<file path="src/rtl/fifo_word_packer.sv">
// rtl/fifo_word_packer.sv - pops FIFO entries and packs them little-endian into a valid/ready output word
module fifo_word_packer #(
  parameter int DATA_WIDTH = 8,
  parameter int PACK_COUNT = 4
) (
  input  logic                             clk,
  input  logic                             rst,
  input  logic                             fifo_empty,
  input  logic [DATA_WIDTH-1:0]            fifo_read_data,
  output logic                             fifo_read_en,
  input  logic                             flush,
  output logic                             out_valid,
  input  logic                             out_ready,
  output logic [DATA_WIDTH*PACK_COUNT-1:0] out_data,
  output logic [PACK_COUNT-1:0]            out_keep
);

  localparam int OUT_WIDTH = DATA_WIDTH * PACK_COUNT;
  localparam int IW        = $clog2(PACK_COUNT);
  localparam logic [IW-1:0] LAST_LANE = IW'(PACK_COUNT - 1);

  typedef enum logic [1:0] {
    S_FILL    = 2'd0,
    S_CAPTURE = 2'd1,
    S_HOLD    = 2'd2
  } state_t;

  state_t                r_state;
  state_t                w_next_state;
  logic [IW-1:0]         r_lane_idx;
  logic [OUT_WIDTH-1:0]  r_out_data;
  logic [PACK_COUNT-1:0] r_out_keep;
  logic                  w_pop;
  logic                  w_handshake;

  always_comb begin
    w_next_state = r_state;
    w_pop        = 1'b0;
    w_handshake  = 1'b0;
    case (r_state)
      S_FILL: begin
        w_pop = !fifo_empty;
        // A pop always wins over a simultaneous flush
        if (w_pop) begin
          w_next_state = S_CAPTURE;
        end else if (flush && (r_lane_idx != '0)) begin
          w_next_state = S_HOLD;
        end
      end
      S_CAPTURE: begin
        w_next_state = (r_lane_idx == LAST_LANE) ? S_HOLD : S_FILL;
      end
      S_HOLD: begin
        w_handshake = out_ready;
        if (out_ready) begin
          w_next_state = S_FILL;
        end
      end
      default: w_next_state = S_FILL;
    endcase
  end

  always_ff @(posedge clk or negedge rst) begin
    if (!rst) begin
      r_state    <= S_FILL;
      r_lane_idx <= '0;
      r_out_data <= '0;
      r_out_keep <= '0;
    end else begin
      r_state <= w_next_state;
      if (r_state == S_CAPTURE) begin
        r_out_data[r_lane_idx*DATA_WIDTH +: DATA_WIDTH] <= fifo_read_data;
        r_out_keep[r_lane_idx]                          <= 1'b1;
        if (r_lane_idx != LAST_LANE) begin
          r_lane_idx <= r_lane_idx + IW'(1);
        end
      end else if (w_handshake) begin
        r_out_data <= '0;
        r_out_keep <= '0;
        r_lane_idx <= '0;
      end
    end
  end

  // Read enable is gated by reset so no pop can be issued while reset is held
  assign fifo_read_en = w_pop && rst;
  assign out_valid    = (r_state == S_HOLD);
  assign out_data     = r_out_data;
  assign out_keep     = r_out_keep;

endmodule

</file>
<file path="config.mk">
export PLATFORM = sky130hd
export DESIGN_NAME = fifo_word_packer
export DESIGN_NICKNAME = d
export VERILOG_FILES = /design/src/rtl/fifo_word_packer.sv
export SDC_FILE = /design/constraint.sdc
export NUM_CORES = 1
export LEC_CHECK = 0
export ABC_CLOCK_PERIOD_IN_PS = 2510
export CAP_MARGIN = 15
export CORE_ASPECT_RATIO = 0.7
export CORE_MARGIN = 5
export CORE_UTILIZATION = 46
export CTS_BUF_LIST = sky130_fd_sc_hd__clkbuf_8 sky130_fd_sc_hd__clkbuf_16
export CTS_CLUSTER_SIZE = 12
export DETAILED_ROUTE_END_ITERATION = 10
export GPL_TIMING_DRIVEN = 0
export PLACE_DENSITY = 0.79
export REMOVE_ABC_BUFFERS = 1
export SLEW_MARGIN = 5
export SYNTH_ARGS = -nofsm -noshare
export SYNTH_HDL_FRONTEND = slang
export SYNTH_SLANG_ARGS = --single-unit
</file>
<file path="constraint.sdc">
create_clock -name clk -period 2.51 [get_ports clk]
set_input_delay 0.6275 -clock clk [delete_from_list [all_inputs] [get_ports clk]]
set_output_delay 0.6275 -clock clk [all_outputs]
set_load 0.02 [all_outputs]
</file>
==> flow_summary.toml <==
[cells_and_area]
drive_above_1_share = 0.109
final_nets = 202
final_area_um2 = 2370
syn_to_final_growth_pct = 39.0
diodes = 0
fill_cells = 276

[yosys]
synth-edff-count = 0
ys_types = 22
synth_seq_area_share = 0.588
synth_ff_type = "dfrtp_1"
ys_ff_latch = 40
postSynthCellCount = 127
syn-cell-area_um2 = 1700
postSynthAreaPerCell_um2 = 13.4
async_flop_share = 1.00
synth.yosys.warnings = 0

[global_routing]
grt_use_met2 = 0.293
grtUsageMet1 = 0.240
grt.total_usage = 0.184
met3_usage = 0.0534
grt_pass1_wl_um = 6730
antenna_found_initial = 0
grt_max_degree = 42
busiest_layer = "met2"
grt_pass1_vias = 1371
grt-ovfl-total = 0

[floorplanning]
dieArea_um2 = 5030
rows = 18
dieHeight_um = 60.9
start_util = 0.481
ios = 51
core_area_um2 = 3540
fp.dieW_um = 82.7

[critical_path]
r2r_start = "r_lane_idx[0]"
r2r_slack_ps = 430
r2r_cells = 5
start_kind = "primary input"
required_ps = 1880
worstSetupEndpointType = "output pin"
rr_endpoint = "out_data[30]"
worstPathArrival_ps = 1720
path_class = "in2out"
crit_fanout = 2

[cts]
post_cts_buffers = 0
h-tree-depth = 2
root_buffer = "clkbuf_8"
cts_made_buffers = 5
insertion_delay_ps = 300
tritoncts = "done"
clkTransAtPathRegs_ps = 80
cts_buffer_depth = 2
cts_sinks = 40

[power_and_ir_drop]
p_sw_mw = 1.12
swShare = 0.393
power_frac_clock = 0.190
power.density_nw_per_um2 = 1200
p_seq_frac = 0.359
power.total_mw = 2.84
combPwrFrac = 0.451
p_int_mw = 1.72
power_leakage_nw = 1.05
ir_drop_v = 0.000683

[min_path]
hp-class = "in2async"

[place]
routabilityCongestion = 0.834
io_buffers = 50
dp_hpwl_um = 3100
pre_cts_ws_ps = -303
post_dp_cell_area_um2 = 2250

[timing]
setup_tns_ps = 0
hold_viol_final = 0
final_max_slew_viol_count = 0
worst_pin_slew_ps = 574
timing.final.crit_share = 0.937
setup_slack_ps = 158
skew_ps = 5.69
rsz0062_at_grt = "false"
setup_viol = 0
fin_crit_ps = 2350
fmax_mhz = 425
slew_headroom = 0.614
holdWs_ps = 283

[routing]
dr.first_iter.drc_count = 47
avgRoutedWirePerCell_um = 18.5
postRouteWirelength_um = 4300
viasPerCell = 5.69
drc = 0
ant_nets = 0
vias = 1326
drtPass1Iterations = 4

[status]
status = "finished, final reports clean"

[run]
maxCapViolations = 0
worst max-delay path by stage:
| stage | start | endpoint | depth (start not counted) |
|---|---|---|---|
| 2_1_floorplan | r_lane_idx[0] | out_data[24] | 5 |
| 3_3_place_gp | rst | fifo_read_en | 3 |
| 3_5_place_dp | rst | fifo_read_en | 3 |
| 4_1_cts | fifo_empty | fifo_read_en | 4 |
| 5_1_grt | r_state[1] | out_valid | 3 |
| 6_report | fifo_empty | fifo_read_en | 4 |
worst max-delay path, stage by stage:
cell	delay, ps
clkdlybuf4s50_1	410
nor3_1	190
and2_1	160
dlygate4sd2_1	340
kinds of logic after synthesis:
kind of cell | share of synthesized area
AOI/OAI and AO/OA | 0.232
adders and majority gates | 0.0515
buffers and inverters | 0.0162
DFF | 0.588
and+or+nand+nor | 0.113
routing by layer:
metal / up-vias / part of all wire / wire length (um)
li1: 598 / - / -
met1: 677 / 0.45 / 1950
met2: 44 / 0.47 / 2040
met3: 7 / 0.060 / 260
met4: 0 / 0.013 / 55
met5: - / 0 / 0
metrics by stage:
step           cells   util
2_1_floorplan    125      -
3_3_place_gp     225  0.638
3_5_place_dp     225  0.636
4_1_cts          233  0.669
5_1_grt          233  0.669
6_report         233  0.669
layout make-up:
cell class                 instances  area (um^2)  area share
sequential                        40         1000       0.423
multi-input combinational         81          673       0.285
timing repair buffer              50          497       0.210
clock buffer                       5         68.8      0.0291
tap                               50         62.6      0.0264
clock inverter                     3         46.3      0.0196
inverter                           4         17.5     0.00740
sequential cells by signal (all words and copies together), names as in the netlist:
name	cells
out_data	32
r_lane_idx	2
r_state	2
out_keep	4
cell usage in the layout (no fill, tap or decap), drive strengths merged:
cell type and count:
clkbuf 5, dlygate4sd2 1, and3b 1, nor3 1, nand2b 2, clkdlybuf4s50 48
clkinvlp 1, nor4 3, ha 7, inv 5, and2 1, nor4bb 1
and2b 1, dfrtp 40, a21oi 16, o32ai 1, nor2 7, bufinv 1
buf 1, a22o 32, nand2 5, o21ai 2, nor4b 1
timing repair:
item	in CTS	in global routing
endpoints found under the hold margin	0	0
endpoints found under the setup margin	1	0
resized for setup	2	0
hold buffers	0	0
cell usage after synthesis (all sizes together), types with 2 or more instances:
cell	instances	area share
nand2b	2	0.012
a21oi	16	0.056
inv	4	0.010
a22o	32	0.16
o21ai	2	0.0059
nand2	5	0.011
nor4	3	0.037
nor2	7	0.015
ha	7	0.051
dfrtp	40	0.59
power by group through the flow:
stage          logic, mW  registers, mW  clock network (mW)
2_1_floorplan      0.558           1.20                   0
3_3_place_gp        1.25           1.01                   0
3_5_place_dp        1.29           1.03                   0
4_1_cts             1.29           1.02               0.547
5_1_grt             1.37           1.05               0.574
6_report            1.28           1.02               0.539
Note: power is estimated with default switching activity, not from simulation.
==> RTL edit 1: new RTL, config.mk and constraints unchanged <==
The 3 states of `state_t` get a one-hot encoding in 3 bits.
--- a/src/rtl/fifo_word_packer.sv
+++ b/src/rtl/fifo_word_packer.sv
@@ -21,6 +21,6 @@
 
-  typedef enum logic [1:0] {
-    S_FILL    = 2'd0,
-    S_CAPTURE = 2'd1,
-    S_HOLD    = 2'd2
+  typedef enum logic [2:0] {
+    S_FILL    = 3'b001,
+    S_CAPTURE = 3'b010,
+    S_HOLD    = 3'b100
   } state_t;
Function: no difference found for any inputs over 10 cycles, from zero or initial values and one cycle with rst low; not proved beyond that.
==> RTL edit 1 against the unedited design <==
- synthesized area rose by 2.9%
- routed wire length fell by 1.2%
- non-clock buffer count rose by 1
- worst setup slack got worse by 92 ps
- largest cell class unchanged
- cell area rose by 1.9%
- global-route usage fell by 0.84 points
- sequential cell count rose by 1
- critical path depth did not move
- power rose by 6.9%
==> RTL edit 1: results (changes against the unedited design) <==
[run_status]
status = completed

[power_and_ir_drop]
p_clk_frac = 0.179  ; -0.011
seqPwrFrac = 0.369  ; +0.010
power_switching_uw = 1120  ; +0.51%
p_leak_uw = 0.00108  ; +2.7%
ir_drop_mv = 0.770  ; +13%

[sta]
fin_skew_ps = 9.01  ; +3.32 ps
relSlewSlack = 0.478  ; -0.136

[global_routing]
grt_max_degree = 43  ; +2.4%
grt_pass1_wl_mm = 6.88  ; +2.2%
track_usage = 0.176  ; -0.00841

[setup_path]
cp_slowest_cell = dfstp_2
path_max_fanout = 7  ; +5
reg2reg_to = out_data[29]$_DFFE_PN0P_
cp.arrival_ps = 1820  ; +100 ps
crit_start = r_state[0]$_DFFE_PN1P_
path_delay_family = simple AND/OR/NAND/NOR gates
reg2reg_setup_slack_ps = 210  ; -220 ps
slowest_delay_ps = 580  ; +170 ps

[placed_design]
placed_area_um2 = 2290  ; +1.6%
post-dp-hpwl_mm = 3.10  ; -0.26%
finalWeightedCongestion = 0.812  ; -2.6%
dp_cells = 231  ; +2.7%

[final_layout]
fill_cells = 264  ; -4.3%
seqCellArea_um2 = 1030  ; +2.6%
buffer_area_frac = 0.208  ; -0.00236
nMultiInputCombCells = 84  ; +3.7%
drive_above_1_share = 0.100  ; -0.00929
fin_area_um2 = 2410  ; +1.9%
final_net_count = 209  ; +3.5%
n_clock_buffer = 6  ; +1
nFlopsAndLatches = 41  ; +2.5%
nonClockInverterCount = 6  ; +2
largest_reg_flops = 32  ; unchanged
clockNetworkAreaShare = 0.0498  ; +0.00117
multi_input_area_share = 0.281  ; -0.00324
n_all_buffers = 51  ; +2.0%

[drt]
vias = 1336  ; +0.75%
wl_mm = 4.25  ; -1.2%
drt_iter0_markers = 77  ; +64%
drc = 0  ; unchanged
wl_per_cell_um = 17.7  ; -4.1%

[logic_synthesis]
synthTopCellsByCount = dfrtp_1 (40), a22o_1 (32), a21oi_1 (10)
synth_fa_ha_area_frac = 0.0500  ; -0.00143
syn_avg_cell_area_um2 = 13.0  ; -3.2%
synth_compound_area_frac = 0.228  ; -0.00360
synth_seq_area_share = 0.587  ; -0.00139
synth_area_leaders = dfrtp_1 (57%), a22o_1 (16%), ha_1 (5.0%), a21oi_1 (2.9%), dfstp_2 (1.5%)
synthMuxAreaShare = 0  ; unchanged
synth_cell_types = 31  ; +41%

[min_path]
hp-class = in2async

[floorplan]
core_area_um2 = 3600  ; +1.9%

[cts]
ctsResizeCount = 5  ; +3

==> RTL edit 1: metrics by stage <==
stage / TNS, ps / hold WS (ps) / setup WS [ps] / power [uW]
2_1_floorplan: 0 / 332 / 269 / 1860
3_3_place_gp: -3230 / 481 / -1340 / 2460
3_5_place_dp: -412 / 481 / -412 / 2500
4_1_cts: 0 / 482 / 20.1 / 3050
5_1_grt: -5.22 / 383 / -5.22 / 3220
6_report: 0 / 335 / 66.0 / 3040
==> RTL edit 1: kinds of logic (layout without fill, tap and decap cells) <==
logic type,count (synthesis),after routing
buf+inv,10,65
simple gates,26,26
flops,41,41
compound gates,51,51
fa+ha+maj,7,7
==> RTL edit 1: layer usage <==
layer,wire length (um),up-vias,track usage
met5,0,-,0
met4,61,0,0.0757
met3,320,7,0.0508
met2,1960,42,0.268
met1,1910,664,0.240
li1,-,623,-
==> RTL edit 2: new RTL, config.mk and constraints unchanged <==
Made on the original files. The parameter `PACK_COUNT` goes from 4 to 8.
--- a/src/rtl/fifo_word_packer.sv
+++ b/src/rtl/fifo_word_packer.sv
@@ -3,3 +3,3 @@
   parameter int DATA_WIDTH = 8,
-  parameter int PACK_COUNT = 4
+  parameter int PACK_COUNT = 8
 ) (
Ports: changed (resized out_data and out_keep); port bits go from 51 to 87. The function was not compared with the original's and may differ.
==> RTL edit 2 against the unedited design <==
- worst setup slack got worse by 26 ps
- non-clock buffer count increased by 45
- first-iteration DRC count increased to 3.6 times the old value
- cell area increased by 100%
- routed wire length increased by 120%
- synthesized area increased by 110%
- power increased by 110%
- combinational power increased by 120%
- fmax decreased by 1.1%
- core utilization decreased by 2.5 points
- sequential cell count increased by 37
- clock power increased by 71%
- largest power group unchanged
==> RTL edit 2: results (changes against the unedited design) <==
[run_status]
status = completed

[placed_design]
placed_area_um2 = 4510  ; +100%
dp_cells = 495  ; +120%
dpl_worst_slack_ps = -227  ; +75.8 ps
finalWeightedCongestion = 0.784  ; -5.9%
portBuffers = 86  ; +72%

[global_routing]
grt_pass1_wl_mm = 15.0  ; +120%
grt_pass1_vias = 2826  ; +110%
use_met1 = 0.293  ; +0.0530
grt_max_degree = 29  ; -31%
grtUsageMet3 = 0.0725  ; +0.0191
grtUsageMet2 = 0.287  ; -0.00661

[setup_path]
reg2reg_to = out_data[40]$_DFFE_PN0P_
reg2reg_setup_slack_ps = 150  ; -280 ps
cp.arrival_ps = 1750  ; +30 ps

[power_and_ir_drop]
pg_seq_uw = 2080  ; +100%
swShare = 0.413  ; +0.0201
p_clk_uw = 920  ; +71%
p_leak_uw = 0.00231  ; +120%
powerDensity_nw_per_um2 = 1230  ; +2.4%

[cts]
htree_levels = 3  ; +1
cts_made_buffers = 9  ; +4

[sta]
finalWorstSetupSlack_ps = 133  ; -25.9 ps
hold_slack_ps = 174  ; -109 ps
relSlewSlack = 0.549  ; -0.0650

[final_layout]
drive_above_1_share = 0.0837  ; -0.0256
final_net_count = 433  ; +110%
largest_reg_flops = 64  ; +100%
fill_cells = 627  ; +130%

[logic_synthesis]
synthTopCellsByCount = nand2_1 (95), dfrtp_1 (77), mux2i_1 (64)
synth_compound_area_frac = 0.0337  ; -0.198
synth_cell_types = 35  ; +59%
synth_area_leaders = dfrtp_1 (54%), mux2i_1 (18%), nand2_1 (10%), ha_1 (2.5%), nor3_4 (1.4%)
syn_avg_cell_area_um2 = 10.9  ; -19%
synth_fa_ha_area_frac = 0.0246  ; -0.0269
synthMuxAreaShare = 0.180  ; +0.180

[drt]
wl_met3_um = 928  ; +260%
avgViaCountPerCell = 5.28  ; -7.1%
wl_mm = 9.27  ; +120%
dr_wl_met2_mm = 4.02  ; +98%
drt_iter0_markers = 168  ; +260%
vias = 2727  ; +110%

## RTL edit 2: cell type report
cell class              count  area, um^2  share of cell area
clock buffers               9         124              0.0259
well taps                  98         123              0.0257
repair buffers             95        1000               0.210
clock inverters             7        67.6              0.0141
multi-input cells         218        1490               0.311
inverters                  12        45.0             0.00943
flip-flops and latches     77        1930               0.404
## RTL edit 2: worst min-delay path by stage
stage / start / to / depth (start not counted)
CTS: rst / out_data[47]$_DFFE_PN0P_ / 1
floorplan: rst / out_data[0]$_DFFE_PN0P_ / 0
finish: rst / out_data[47]$_DFFE_PN0P_ / 1
global placement: out_keep[1]$_DFFE_PN0P_ / out_keep[1]$_DFFE_PN0P_ / 2
global route: rst / out_data[47]$_DFFE_PN0P_ / 1
detailed placement: out_keep[3]$_DFFE_PN0P_ / out_keep[3]$_DFFE_PN0P_ / 2
